==> src/rtl/fetch_queue_pkg.sv <==
// Shared core package for the fetch queue.
//   FETCH_WIDTH  : core fetch/decode width (slots per cycle)
//   QUEUE_DEPTH  : core default queue depth
//   fq_idx_t     : queue index type for the core default depth
//   fetch_slot_t : one fetched instruction {pc, instr}
package fetch_queue_pkg;

  localparam int FETCH_WIDTH = 2;
  localparam int QUEUE_DEPTH = 8;

  typedef logic [$clog2(QUEUE_DEPTH)-1:0] fq_idx_t;

  typedef struct packed {
    logic [31:0] pc;
    logic [31:0] instr;
  } fetch_slot_t;

endpackage

==> src/rtl/fq_compactor.sv <==
// Valid-slot compactor: packs the valid slots of a fetch group into
// ascending order starting at position 0 and reports how many there are.
// Ports:
//   in_valid  [FETCH_WIDTH]   per-slot valid of the incoming group
//   in_slots  [FETCH_WIDTH]   incoming {pc, instr} per slot
//   out_slots [FETCH_WIDTH]   compacted slots; entries >= count are zero
//   count                     popcount(in_valid)
module fq_compactor #(
  parameter int FETCH_WIDTH = 2,
  localparam int CNT_W = $clog2(FETCH_WIDTH + 1)
) (
  input  logic [FETCH_WIDTH-1:0]                        in_valid,
  input  fetch_queue_pkg::fetch_slot_t [FETCH_WIDTH-1:0] in_slots,
  output fetch_queue_pkg::fetch_slot_t [FETCH_WIDTH-1:0] out_slots,
  output logic [CNT_W-1:0]                              count
);
  import fetch_queue_pkg::*;

  // prefix[i] = number of valid slots below slot i = destination of slot i
  logic [FETCH_WIDTH-1:0][CNT_W-1:0] prefix;

  // NOTE: always_comb uses blocking '=' and assigns every output a default
  // first, so no path leaves a value held and no latch is inferred.
  always_comb begin
    prefix = '0;
    count  = '0;
    for (int i = 0; i < FETCH_WIDTH; i++) begin
      prefix[i] = count;
      if (in_valid[i]) count = count + 1'b1;
    end
  end

  // Output j takes the one valid slot whose destination is j.
  always_comb begin
    out_slots = '0;
    for (int j = 0; j < FETCH_WIDTH; j++) begin
      for (int i = 0; i < FETCH_WIDTH; i++) begin
        if (in_valid[i] && prefix[i] == CNT_W'(j)) out_slots[j] = in_slots[i];
      end
    end
  end

endmodule

==> src/rtl/fetch_queue.sv <==
// Fetch queue between instruction fetch and decode. Accepts a whole fetch
// group (compacted valid slots) when FETCH_WIDTH entries are free, and
// presents the oldest FETCH_WIDTH entries to decode, which consumes the
// longest ready prefix. Flush drops everything, queued and incoming.
// Ports:
//   clk, reset               clock, asynchronous active-high reset
//   flush                    branch-misprediction flush
//   in_valid/in_pc/in_instr  fetch group (per slot)
//   in_ready                 whole group is accepted this cycle
//   out_valid/out_pc/out_instr  head+k entries presented to decode
//   deq_ready                decode can take slot k
//   occupancy                number of valid entries
module fetch_queue #(
  parameter int FETCH_WIDTH = fetch_queue_pkg::FETCH_WIDTH,
  parameter int DEPTH       = fetch_queue_pkg::QUEUE_DEPTH,
  localparam int OCC_W = $clog2(DEPTH + 1)
) (
  input  logic                          clk,
  input  logic                          reset,
  input  logic                          flush,
  input  logic [FETCH_WIDTH-1:0]        in_valid,
  input  logic [FETCH_WIDTH-1:0][31:0]  in_pc,
  input  logic [FETCH_WIDTH-1:0][31:0]  in_instr,
  output logic                          in_ready,
  output logic [FETCH_WIDTH-1:0]        out_valid,
  output logic [FETCH_WIDTH-1:0][31:0]  out_pc,
  output logic [FETCH_WIDTH-1:0][31:0]  out_instr,
  input  logic [FETCH_WIDTH-1:0]        deq_ready,
  output logic [OCC_W-1:0]              occupancy
);
  import fetch_queue_pkg::*;

  localparam int PTR_W = $clog2(DEPTH);
  localparam int CNT_W = $clog2(FETCH_WIDTH + 1);

  typedef logic [PTR_W-1:0] ptr_t;

  fetch_slot_t [FETCH_WIDTH-1:0] in_slots;
  fetch_slot_t [FETCH_WIDTH-1:0] comp_slots;
  logic [CNT_W-1:0]              enq_cnt;
  logic [CNT_W-1:0]              deq_cnt;
  logic                          enq_en;
  logic                          refused;

  ptr_t        head;
  ptr_t        tail;
  fetch_slot_t mem [DEPTH];

  always_comb begin
    for (int i = 0; i < FETCH_WIDTH; i++) begin
      in_slots[i].pc    = in_pc[i];
      in_slots[i].instr = in_instr[i];
    end
  end

  fq_compactor #(.FETCH_WIDTH(FETCH_WIDTH)) u_compactor (
    .in_valid  (in_valid),
    .in_slots  (in_slots),
    .out_slots (comp_slots),
    .count     (enq_cnt)
  );

  // Credit comes from the registered count only; a same-cycle dequeue does
  // not open room, keeping in_ready free of any path from deq_ready.
  assign in_ready = (OCC_W'(DEPTH) - occupancy) >= OCC_W'(FETCH_WIDTH);
  assign enq_en   = in_ready && !flush;

  always_comb begin
    for (int k = 0; k < FETCH_WIDTH; k++) begin
      out_valid[k] = occupancy > OCC_W'(k);
      out_pc[k]    = mem[head + ptr_t'(k)].pc;
      out_instr[k] = mem[head + ptr_t'(k)].instr;
    end
  end

  // Decode consumes in order: stop counting at the first slot it refuses.
  always_comb begin
    deq_cnt = '0;
    refused = 1'b0;
    for (int k = 0; k < FETCH_WIDTH; k++) begin
      if (!refused && out_valid[k] && deq_ready[k]) deq_cnt = deq_cnt + 1'b1;
      else                                          refused = 1'b1;
    end
  end

  // NOTE: sequential state uses non-blocking '<=' so every flop samples the
  // pre-edge values, independent of statement order.
  always_ff @(posedge clk or posedge reset) begin
    if (reset) begin
      head      <= '0;
      tail      <= '0;
      occupancy <= '0;
    end else if (flush) begin
      head      <= '0;
      tail      <= '0;
      occupancy <= '0;
    end else begin
      head      <= head + ptr_t'(deq_cnt);
      tail      <= tail + (enq_en ? ptr_t'(enq_cnt) : '0);
      occupancy <= occupancy + (enq_en ? OCC_W'(enq_cnt) : '0) - OCC_W'(deq_cnt);
    end
  end

  // NOTE: payload storage has no reset (and is not cleared on flush); its
  // contents only matter where out_valid is set, so it maps to plain RAM.
  always_ff @(posedge clk) begin
    if (enq_en) begin
      for (int j = 0; j < FETCH_WIDTH; j++) begin
        if (CNT_W'(j) < enq_cnt) mem[tail + ptr_t'(j)] <= comp_slots[j];
      end
    end
  end

  assert property (@(posedge clk) disable iff (reset) occupancy <= OCC_W'(DEPTH));

endmodule

==> config.mk <==
export PLATFORM = sky130hd
export DESIGN_NAME = fetch_queue
export DESIGN_NICKNAME = d
export VERILOG_FILES = /design/src/rtl/fetch_queue_pkg.sv /design/src/rtl/fq_compactor.sv /design/src/rtl/fetch_queue.sv
export SDC_FILE = /design/constraint.sdc
export NUM_CORES = 1
export LEC_CHECK = 0
export CAP_MARGIN = 5
export CORE_MARGIN = 2
export CORE_UTILIZATION = 45
export DETAILED_ROUTE_END_ITERATION = 16
export DONT_BUFFER_PORTS = 1
export PLACE_DENSITY = 0.66
export SYNTH_ARGS = -nofsm -noshare
export SYNTH_HDL_FRONTEND = slang
export SYNTH_SLANG_ARGS = --single-unit
export TNS_END_PERCENT = 20
==> constraint.sdc <==
create_clock -name clk -period 13.2 [get_ports clk]
set_input_delay 1.32 -clock clk [delete_from_list [all_inputs] [get_ports clk]]
set_output_delay 1.32 -clock clk [all_outputs]
set_load 0.03 [all_outputs]
==> results.cfg <==
[outcome]
run_status = completed

[synthesis]
proportion_of_synthesized_flip_flops_having_asynchronous_set_or_reset_pct = 1.92
mapped_cells = 1994
synth_seq_cells = 522
ys.flop_type = edfxtp_1
post_synth_main_area_contributors = edfxtp_1, mux4_2, a32oi_1
synth_fp_nets = 2151
synth.avg_cell_area_um2 = 15.4
yosys.cell_types.count = 44
synth.cells.most_frequent = a32oi_1, edfxtp_1, mux4_2, clkbuf_1, nor2_1
netlist.area_leader.share_pct = 50.1
ys_seq_area_share_pct = 50.9
syn-cell-area_um2 = 30700
cell_type_contributing_the_most_total_cell_area_after_synthesis = edfxtp_1
number_of_warnings_printed_during_yosys_synthesis = 0
synth_edf_count = 512

[setup_path]
path_class = reg2out
critPathLaunchType = register
startpoint = head[1]$_DFF_PP0_
timing.critical_path.arrival_ps = 4380
critPathCaptureType = primary output
timing.critical_path.slowest_stage_cell = dfrtp_4
timing.critical_path.slowest_cell_delay_ps = 1060
worst-endpoint-required_ps = 11880
regToRegSetupSlack_ps = 8050
rr_startpoint = tail[0]$_DFF_PP0_
timing.critical_path.cells = ha_4, buf_4, mux4_2, mux2_2
worst-path-max-fanout = 66

[detailed_routing]
vias_per_cell = 7.96
detailed_route_wire_length_per_cell_um = 37.6
antenna_violating_nets_post_route = 0
route.detailed.drc = 0
wl_final_mm = 104
route.vias.total = 21900
drtIter0Drc = 3141
drt_pass1_iterations = 6

[power]
total_power_mw = 7.49
peakVddDrop_mv = 0.242
power.density_cell_area_nw_per_um2 = 228
power.static_leakage_nw = 9.96

[clocking]
ctsHoldBuffers = 0
number_of_buffers_on_the_longest_clock_path = 3
tritoncts.num_buffers = 57
cts.repair_timing.setup_buffer_count = 0
clock_insertion_delay_worst_skew_ps = 630
htreeDepth = 2
worst_setup_hold_path_clk_slew_ps = 60
post_cts.resized_instances = 0
cts_tree = built
tritoncts_num_sinks = 522
clock_tree.root_cell = clkbuf_16

[finish]
multi_input_area_um2 = 13800
fillers = 5621
area.growth.synth_to_final_pct = 7.09
sequential_cell_area_um2 = 15600
final_net_count = 1992
drive_above_1_share_pct = 29.2

[sta]
finalHoldViolCount = 0
worst_case_headroom_to_the_max_slew_limit_pct = 16.4
period_minus_slack_ps = 5700
timing.final.setup_violations = 0
totalNegativeSetupSlack_ps = 0
timing_worst_slew_pin_value_ps = 1250
final.setup_skew_ps = 27.1
max_clock_freq_mhz = 175
setup_repair_after_global_routing_missed_its_margin = false
timing.final.max_slew_violations = 0
layout_worst_path_cycle_share_pct = 43.2

[die]
chipWidth_um = 265
die_h_um = 265
die-area_um2 = 70300
initial_utilization_pct = 45.6
core_area_um2 = 67300
floorplan.rows = 95
design.portCount = 270

[grt]
largest_net_degree_at_the_start_of_global_routing = 241
overflow = 0
gr-usage-all-layers_pct = 28.8
via_count_of_the_first_global_routing_pass = 22000
first_pass_grt_wire_length_mm = 149
antenna_found_initial = 8

[place]
place.port_buffers = 0
place_congestion = 0.807
dp_hpwl_mm = 53.4

[min_path]
timing.hold.worst.class = in2async

[flow_run]
maxCapViolCount = 0
==> registers in the layout, indices dropped and copies added (netlist names) <==
register / cells
mem: 512
head: 3
occupancy: 4
tail: 3
==> power breakdown <==
group	leakage [nW]	internal [mW]	switching, mW
clock network	0.901	0.942	0.680
logic	4.22	1.26	2.47
registers	4.83	2.02	0.120
total	9.96	4.22	3.27
==> cell families (layout without fill, tap and decap cells) <==
group | Yosys count | in the layout | synth area share [%]
AOI/OAI and AO/OA | 597 | 597 | 16.8
xor gates and xnor gates | 6 | 6 | 0.171
adders and majority gates | 22 | 22 | 0.995
buffers and inverters | 283 | 171 | 4.90
DFF | 522 | 522 | 50.9
muxes | 384 | 384 | 23.5
other | 0 | 3 | 0
and+or+nand+nor | 180 | 180 | 2.70
==> per-layer routing <==
layer | share of wire [%] | up-vias | global-route usage (%)
li1 | - | 8647 | -
met1 | 34 | 11300 | 36.1
met2 | 49 | 1638 | 47.4
met3 | 13 | 318 | 7.51
met4 | 4.2 | 10 | 12.4
met5 | 0.064 | - | 0
==> cell type report <==
cell class,count,area share [%]
sequential,522,47.6
multi-input combinational,1189,41.9
clock buffer,71,4.57
tap,873,3.33
timing repair buffer,51,1.24
clock inverter,35,1.15
inverter,14,0.183
antenna,3,0.0229
==> per-stage QoR <==
stage	util [%]	std cells	setup WS, ps	hold WS [ps]	area (µm²)
global placement	46.0	2649	8120	715	31000
floorplan	-	1994	5980	611	30700
detailed placement	46.0	2649	8060	720	31000
finish	48.8	2758	7500	590	32800
global route	48.8	2758	7270	603	32800
CTS	48.8	2755	7410	586	32800
==> layout by cell type, fill, tap and decap left out, types with 3 or more instances in the layout <==
master and instances:
a211oi_4 4, a22oi_1 64, a31oi_1 4, a32oi_1 512, buf_4 49, bufinv_16 7, clkbuf_1 13, clkbuf_16 58
clkinv_1 13, clkinv_2 8, clkinvlp_4 4, dfrtp_1 7, dfrtp_4 3, diode_2 3, edfxtp_1 512, fa_1 4
ha_1 16, inv_1 13, mux2_2 128, mux4_2 256, nand3_1 3, nand3b_1 7, nor2_1 137, nor2b_1 6
nor3_2 4, o211ai_4 8, xnor2_1 4
==> final timing paths <==
path | end | cells after the start
hold / removal | occupancy[3]$_DFF_PP0_ | 1
max in group asynchronous | head[2]$_DFF_PP0_ | 1
setup / recovery | out_pc[44] | 4
hold reg to reg | tail[2]$_DFF_PP0_ | 2
setup reg to reg | mem[4][41]$_DFFE_PP_ | 8
min in group clk | tail[2]$_DFF_PP0_ | 2
==> worst max-delay path, delay by kind of cell, from the launching register on <==
| kind | cells | cell delay, ps |
|---|---|---|
| adder cells (fa/ha/maj) | 1 | 900 |
| buffers and inverters | 1 | 960 |
| flip-flops | 1 | 1060 |
| multiplexers | 2 | 810 |
Note: power is estimated with default switching activity, not from simulation.
